==> config.mk <==
export PLATFORM = sky130hd
export DESIGN_NAME = systolic_skew_feeder_flat
export DESIGN_NICKNAME = d
export VERILOG_FILES = /design/src/rtl/systolic_skew_feeder_if.sv /design/src/rtl/systolic_skew_feeder.sv /design/src/flat_wrapper.sv
export SDC_FILE = /design/constraint.sdc
export NUM_CORES = 2
export LEC_CHECK = 0
export ABC_AREA = 1
export ABC_CLOCK_PERIOD_IN_PS = 70200
export BUFFER_PORTS_ARGS = -buffer_cell sky130_fd_sc_hd__buf_4
export CORE_ASPECT_RATIO = 1.2
export CORE_MARGIN = 5
export CORE_UTILIZATION = 57
export CTS_CLUSTER_DIAMETER = 50
export DETAILED_ROUTE_END_ITERATION = 10
export PLACE_DENSITY = 0.74
export SYNTH_ARGS = -nofsm -noshare
export SYNTH_HDL_FRONTEND = slang
export SYNTH_SLANG_ARGS = --single-unit
==> constraint.sdc <==
create_clock -name clk -period 70.2 [get_ports clk]
set_input_delay 3.51 -clock clk [delete_from_list [all_inputs] [get_ports clk]]
set_output_delay 3.51 -clock clk [all_outputs]
set_load 0.02 [all_outputs]
==> src/rtl/systolic_skew_feeder_if.sv <==
// Scratchpad read port, run control and skewed lane outputs of the systolic skew feeder.
interface systolic_skew_feeder_if #(
  parameter int DATA_WIDTH = 32,
  parameter int NUM_LANES  = 4,
  parameter int ADDR_WIDTH = 5
);
  logic                            start;
  logic [ADDR_WIDTH-1:0]           base_addr;
  logic                            mem_rd_en;
  logic [ADDR_WIDTH-1:0]           mem_addr;
  logic [DATA_WIDTH-1:0]           mem_rdata;
  logic [DATA_WIDTH*NUM_LANES-1:0] out_a;
  logic [DATA_WIDTH*NUM_LANES-1:0] out_b;
  logic [NUM_LANES-1:0]            out_valid;
  logic                            busy;
  logic                            done;

  modport master (
    output start, base_addr, mem_rdata,
    input  mem_rd_en, mem_addr, out_a, out_b, out_valid, busy, done
  );

  modport slave (
    input  start, base_addr, mem_rdata,
    output mem_rd_en, mem_addr, out_a, out_b, out_valid, busy, done
  );
endinterface

==> src/rtl/systolic_skew_feeder.sv <==
// Bulk-loads A/B operand lanes from a synchronous scratchpad, then streams them into the PE
// array edges with a diagonal skew (lane k delayed by k cycles, idle slots zero).
module systolic_skew_feeder #(
  parameter int DATA_WIDTH = 32,
  parameter int NUM_LANES  = 4,
  parameter int DEPTH      = 4,
  parameter int ADDR_WIDTH = 5
) (
  input  logic                  clk,
  input  logic                  reset,
  systolic_skew_feeder_if.slave bus
);
  localparam int LD     = NUM_LANES * DEPTH;
  localparam int N      = 2 * LD;
  localparam int IW     = $clog2(N);
  localparam int QW     = (LD > 1) ? $clog2(LD) : 1;
  localparam int TW     = $clog2(DEPTH + NUM_LANES);
  localparam int T_LAST = DEPTH + NUM_LANES - 2;
  localparam int OW     = DATA_WIDTH * NUM_LANES;

  localparam logic [1:0] S_IDLE   = 2'd0;
  localparam logic [1:0] S_LOAD   = 2'd1;
  localparam logic [1:0] S_STREAM = 2'd2;
  localparam logic [1:0] S_DONE   = 2'd3;

  logic [1:0]            state;
  logic [IW-1:0]         rd_idx;
  logic                  rd_en_r;
  logic [ADDR_WIDTH-1:0] addr_r;
  logic                  vld_p0;
  logic [IW-1:0]         idx_p0;
  logic [TW-1:0]         t;
  logic [DATA_WIDTH-1:0] qa [LD];
  logic [DATA_WIDTH-1:0] qb [LD];
  logic [OW-1:0]         out_a_r, out_b_r;
  logic [NUM_LANES-1:0]  out_v_r;
  logic                  busy_r, done_r;

  logic [TW-1:0]         slice_t;
  logic [OW-1:0]         nxt_a, nxt_b;
  logic [NUM_LANES-1:0]  nxt_v;

  function automatic logic [QW-1:0] qslot(input int lane, input int elem);
    return QW'(lane * DEPTH + elem);
  endfunction

  // Next diagonal slice: slice 0 is launched as the last word lands, later slices from t+1.
  always_comb begin
    slice_t = (state == S_STREAM) ? t + TW'(1) : '0;
    nxt_a   = '0;
    nxt_b   = '0;
    nxt_v   = '0;
    for (int k = 0; k < NUM_LANES; k++) begin
      int d;
      d = int'(slice_t) - k;
      if (d >= 0 && d < DEPTH) begin
        nxt_a[k*DATA_WIDTH +: DATA_WIDTH] = qa[qslot(k, d)];
        nxt_b[k*DATA_WIDTH +: DATA_WIDTH] = qb[qslot(k, d)];
        nxt_v[k]                          = 1'b1;
      end
    end
  end

  always_ff @(posedge clk or posedge reset) begin
    if (reset) begin
      state   <= S_IDLE;
      rd_idx  <= '0;
      rd_en_r <= 1'b0;
      addr_r  <= '0;
      vld_p0  <= 1'b0;
      idx_p0  <= '0;
      t       <= '0;
      out_a_r <= '0;
      out_b_r <= '0;
      out_v_r <= '0;
      busy_r  <= 1'b0;
      done_r  <= 1'b0;
      for (int i = 0; i < LD; i++) begin
        qa[i] <= '0;
        qb[i] <= '0;
      end
    end else begin
      // p0: read issued last cycle; its data is on mem_rdata now and lands in its slot
      vld_p0 <= rd_en_r;
      idx_p0 <= rd_idx;
      if (vld_p0) begin
        if (idx_p0 < IW'(LD)) qa[QW'(idx_p0)]            <= bus.mem_rdata;
        else                  qb[QW'(int'(idx_p0) - LD)] <= bus.mem_rdata;
      end

      case (state)
        S_IDLE: begin
          if (bus.start) begin
            state   <= S_LOAD;
            rd_en_r <= 1'b1;
            addr_r  <= bus.base_addr;
            rd_idx  <= '0;
            busy_r  <= 1'b1;
          end
        end
        S_LOAD: begin
          if (rd_en_r) begin
            if (rd_idx == IW'(N - 1)) begin
              rd_en_r <= 1'b0;
              addr_r  <= '0;
            end else begin
              rd_idx <= rd_idx + IW'(1);
              addr_r <= addr_r + ADDR_WIDTH'(1);
            end
          end
          if (vld_p0 && idx_p0 == IW'(N - 1)) begin
            state   <= S_STREAM;
            t       <= '0;
            out_a_r <= nxt_a;
            out_b_r <= nxt_b;
            out_v_r <= nxt_v;
          end
        end
        S_STREAM: begin
          if (t == TW'(T_LAST)) begin
            state   <= S_DONE;
            out_a_r <= '0;
            out_b_r <= '0;
            out_v_r <= '0;
            busy_r  <= 1'b0;
            done_r  <= 1'b1;
          end else begin
            t       <= t + TW'(1);
            out_a_r <= nxt_a;
            out_b_r <= nxt_b;
            out_v_r <= nxt_v;
          end
        end
        default: begin
          state  <= S_IDLE;
          done_r <= 1'b0;
        end
      endcase
    end
  end

  assign bus.mem_rd_en = rd_en_r;
  assign bus.mem_addr  = addr_r;
  assign bus.out_a     = out_a_r;
  assign bus.out_b     = out_b_r;
  assign bus.out_valid = out_v_r;
  assign bus.busy      = busy_r;
  assign bus.done      = done_r;
endmodule

==> src/flat_wrapper.sv <==
// flat-port wrapper written by rule: the top's interface ports become plain ports
module systolic_skew_feeder_flat 
#(
  parameter int DATA_WIDTH = 32,
  parameter int NUM_LANES  = 4,
  parameter int DEPTH      = 4,
  parameter int ADDR_WIDTH = 5
)
  (clk, reset, bus_start, bus_base_addr, bus_mem_rdata, bus_mem_rd_en, bus_mem_addr, bus_out_a, bus_out_b, bus_out_valid, bus_busy, bus_done);
  systolic_skew_feeder_if #(.DATA_WIDTH(DATA_WIDTH), .NUM_LANES(NUM_LANES), .ADDR_WIDTH(ADDR_WIDTH)) bus_i ();
  input  logic clk;
  input  logic reset;
  input wire logic [$bits(bus_i.start)-1:0] bus_start;
  input wire logic [$bits(bus_i.base_addr)-1:0] bus_base_addr;
  input wire logic [$bits(bus_i.mem_rdata)-1:0] bus_mem_rdata;
  output wire logic [$bits(bus_i.mem_rd_en)-1:0] bus_mem_rd_en;
  output wire logic [$bits(bus_i.mem_addr)-1:0] bus_mem_addr;
  output wire logic [$bits(bus_i.out_a)-1:0] bus_out_a;
  output wire logic [$bits(bus_i.out_b)-1:0] bus_out_b;
  output wire logic [$bits(bus_i.out_valid)-1:0] bus_out_valid;
  output wire logic [$bits(bus_i.busy)-1:0] bus_busy;
  output wire logic [$bits(bus_i.done)-1:0] bus_done;
  assign bus_i.start = bus_start;
  assign bus_i.base_addr = bus_base_addr;
  assign bus_i.mem_rdata = bus_mem_rdata;
  assign bus_mem_rd_en = bus_i.mem_rd_en;
  assign bus_mem_addr = bus_i.mem_addr;
  assign bus_out_a = bus_i.out_a;
  assign bus_out_b = bus_i.out_b;
  assign bus_out_valid = bus_i.out_valid;
  assign bus_busy = bus_i.busy;
  assign bus_done = bus_i.done;
  systolic_skew_feeder #(.DATA_WIDTH(DATA_WIDTH), .NUM_LANES(NUM_LANES), .DEPTH(DEPTH), .ADDR_WIDTH(ADDR_WIDTH)) u_core (.clk(clk), .reset(reset), .bus(bus_i));
endmodule
==> reports/results.txt <==
total global-route track usage - 0.356
worst hold path class - flop to flop
Worst Path Max Fanout - 119
Antenna Nets Post-Route - 0
Most used DFF post-synth - dfrtp_1
CP required - 70920 ps
largest family of logic cells by synthesized area - simple AND/OR/NAND/NOR gates
filler instances - 10900
postcts setup bufs - 0
Net Sw Frac - 0.467
critical path cell sequence - inv_1 > ha_4 > buf_4 > nand3_4 > buf_4 > ha_1 > nand3_1 > nand3_1 > ha_4 > inv_8 > buf_4 > nand3_1 > nand2_1 > nand2_1 > nand3_1 > nand3_1 > nand2_1
R2R Setup Slk - 62480 ps
Gate Count Post-Synth - 9938
end of the worst register-to-register path - u_core.bus.out_a[56]$_DFFE_PP0P_
Post-Synth Simple-Gate Area - 0.316
TritonCTS clock tree - done
Worst Setup SP - u_core.state[0]$_DFFE_PP0P_
Routed Wire Length - 233000 um
compound-gate portion of the synthesized area - 0.0958
Multi-input gate area - 29100 um^2
I/O pins - 308
Yosys cell types - 30
Slowest-stage cell, CP - buf_4
Skew-Pair Late Insertion Delay - 790 ps
# DRC - 0
Yosys reg bits - 1308
sequential area share after synthesis - 0.471
Fin. Hold Viols - 0
Synth Area in XOR/XNOR - 0.000126
vias after detailed routing - 66000
crit path capture - u_core.bus.out_a[56]$_DFFE_PP0P_
CP Capture Type - flop
Worst-path clk slew - 60 ps
RSZ-0062 raised after global routing - no
minimum clock period - 7720 ps
Max Cap Viol - 0
hpwl dp - 127000 um
peak supply drop - 61.6 uV
Max stage delay on crit path - 980 ps
htree depth - 4
Clock Sinks - 1308
GRT overflow - 0
critical path class - flop to flop
async set or reset register ratio after synthesis - 1.00
Critical Path Most Common Cell - nand3_1
Detailed Routing Iterations Pass 1 - 9
relative slew slack - 0.111
Resize count post-CTS - 0
nets - 9562
Core ar. - 121000 um^2
mux share of post-synthesis cell area - 0
syn nets - 9992
post-synthesis adder-cell area fraction - 0.00252
global-route wire length before repair - 359000 um
Die Span Y - 392 um
Period Utilization, post-route - 0.110
power per cell area - 46.1 nW/um^2
worst-margin pin slew - 1330 ps
drt first-iter violations - 8624
Yosys warnings - 0
largest net degree at the start of global routing - 208
sequential share of power - 0.275
vias in the first global route - 62100
Initial Utilization - 0.573
R2R Path Start - u_core.state[0]$_DFFE_PP0P_
pins over their slew limit - 0
Reg area - 32700 um^2
Int Pwr - 1.86 mW
Worst R2R Path Depth - 17
final setup vio count - 0
share of post-route cells with drive strength above 1 - 0.0710
CTS Hold Bufs - 0
clock root buffer - clkbuf_16
chip width - 329 um
Layout Skew - 30.5 ps
Total Neg Setup Slack - 0 ps
Critical Path Start Type - flop
Mapped Avg Cell Area - 6.99 um^2
Site Rows - 140
outcome - finished, final reports clean
Wirelength per Cell - 20.7 um
final hold slack - 375 ps
Synth top cells by count - 3409 x nand2_1, 1683 x nand3_1, 1308 x dfrtp_1
initial antenna violation count - 4
arrival time worst endpoint - 8440 ps
EDFF count, synth - 0
die footprint - 129000 um^2
Clk pwr share - 0.229
synth top area cells - dfrtp_1 47%, nand2_1 18%, nand3_1 12%
Mapped Area - 69500 um^2
port bufs - 307
RePlAce Congestion - 0.880
Clock Path Buffers - 3
most frequent cell after synthesis - nand2_1
post-synth top area share - 0.471
largest area contributor in the netlist - dfrtp_1
Net Sw Power - 1.63 mW
Lkg Pwr - 43.3 nW
Max Fclk - 0.130 GHz
CTS buffer count - 142
pre-CTS WS - 62460 ps
Final WS setup - 62480 ps
P&R area growth vs syn - 9.35%
DR vias/cell - 5.86
part of the power in combinational logic - 0.495
stage by stage:
stage                      util  cells  instance area, um^2  power, mW
after floorplan               -   9938                69500       2.15
after global placement    0.585  11000                70900       2.63
after detailed placement  0.585  11000                70900       2.65
after CTS                 0.627  11300                75900       3.46
after global routing      0.627  11300                75900       3.71
final                     0.627  11300                76000       3.50
cell usage in the layout, fill, tap and decap left out, drive strengths merged, types with 2 or more instances in the layout:
cell type | Yosys | layout
o211ai | 6 | 6
nor2 | 86 | 86
nand4 | 6 | 6
nor3 | 62 | 62
dfrtp | 1308 | 1308
nand2 | 3410 | 3410
o21ai | 1163 | 1163
nand3 | 1684 | 1684
clkbuf | 730 | 186
diode | 0 | 6
buf | 229 | 385
clkinvlp | 0 | 15
o22ai | 64 | 64
a21oi | 71 | 71
clkinv | 0 | 32
ha | 14 | 14
bufinv | 0 | 16
a22o | 2 | 2
inv | 1097 | 1109
cells by family (layout without fill, tap and decap cells):
family                   count (synthesis)  in the layout
AND/OR/NAND/NOR                       5251           5251
buffers and inverters                 2056           1743
AO/OA/AOI/OAI                         1308           1308
flip-flops                            1308           1308
adder cells (fa/ha/maj)                 14             14
XOR/XNOR                                 1              1
other                                    0              6
per-layer routing:
metal	share of wire	track usage
met5	0.00029	0
met4	0.058	0.186
met2	0.43	0.538
met1	0.39	0.484
met3	0.12	0.0795
cell type report:
| cell class | instances | area share |
|---|---|---|
| Inverter | 1097 | 0.0547 |
| Antenna cell | 6 | 0.000198 |
| Timing Repair Buffer | 385 | 0.0389 |
| Sequential cell | 1308 | 0.431 |
| Tap cell | 1633 | 0.0269 |
| Multi-Input combinational cell | 6574 | 0.383 |
| Clock buffer | 186 | 0.0533 |
| Clock inverter | 75 | 0.0125 |
flip-flops by register name, indices dropped and copies added, names as in the netlist:
name,cells
u_core.bus.mem_addr,5
u_core.vld_p0,1
u_core.bus.out_b,128
u_core.state,2
u_core.idx_p0,5
u_core.bus.out_valid,4
u_core.bus.busy,1
u_core.bus.mem_rd_en,1
u_core.bus.done,1
u_core.bus.out_a,128
u_core.rd_idx,5
u_core.t,3
u_core.qb,512
u_core.qa,512
critical path: cells and delay by family, from the launching register on:
| family | cells | cell delay, ps |
|---|---|---|
| flip-flops | 1 | 380 |
| AND/OR/NAND/NOR | 9 | 1810 |
| adder cells (fa/ha/maj) | 3 | 1540 |
| buffers and inverters | 5 | 3550 |
worst min path at each step:
stage,cells after the start,from,to,slack (ps)
CTS,0,u_core.qb[27]$_DFFE_PP0P_,u_core.qb[27]$_DFFE_PP0P_,380
floorplan,0,u_core.rd_idx[4]$_DFFE_PP0P_,u_core.idx_p0[4]$_DFF_PP0_,380
detailed placement,0,u_core.qb[105]$_DFFE_PP0P_,u_core.qb[105]$_DFFE_PP0P_,370
global placement,0,u_core.qb[0]$_DFFE_PP0P_,u_core.qb[0]$_DFFE_PP0P_,360
finish,0,u_core.qb[92]$_DFFE_PP0P_,u_core.qb[92]$_DFFE_PP0P_,370
global route,0,u_core.qb[148]$_DFFE_PP0P_,u_core.qb[148]$_DFFE_PP0P_,380
power groups by stage:
stage	sequential [mW]	clock (mW)	combinational [mW]
after global routing	0.978	0.838	1.89
after floorplan	1.01	0	1.13
final	0.964	0.802	1.73
after CTS	0.961	0.809	1.69
after detailed placement	0.972	0	1.68
after global placement	0.970	0	1.66
Power figures use the tool's default switching activity.
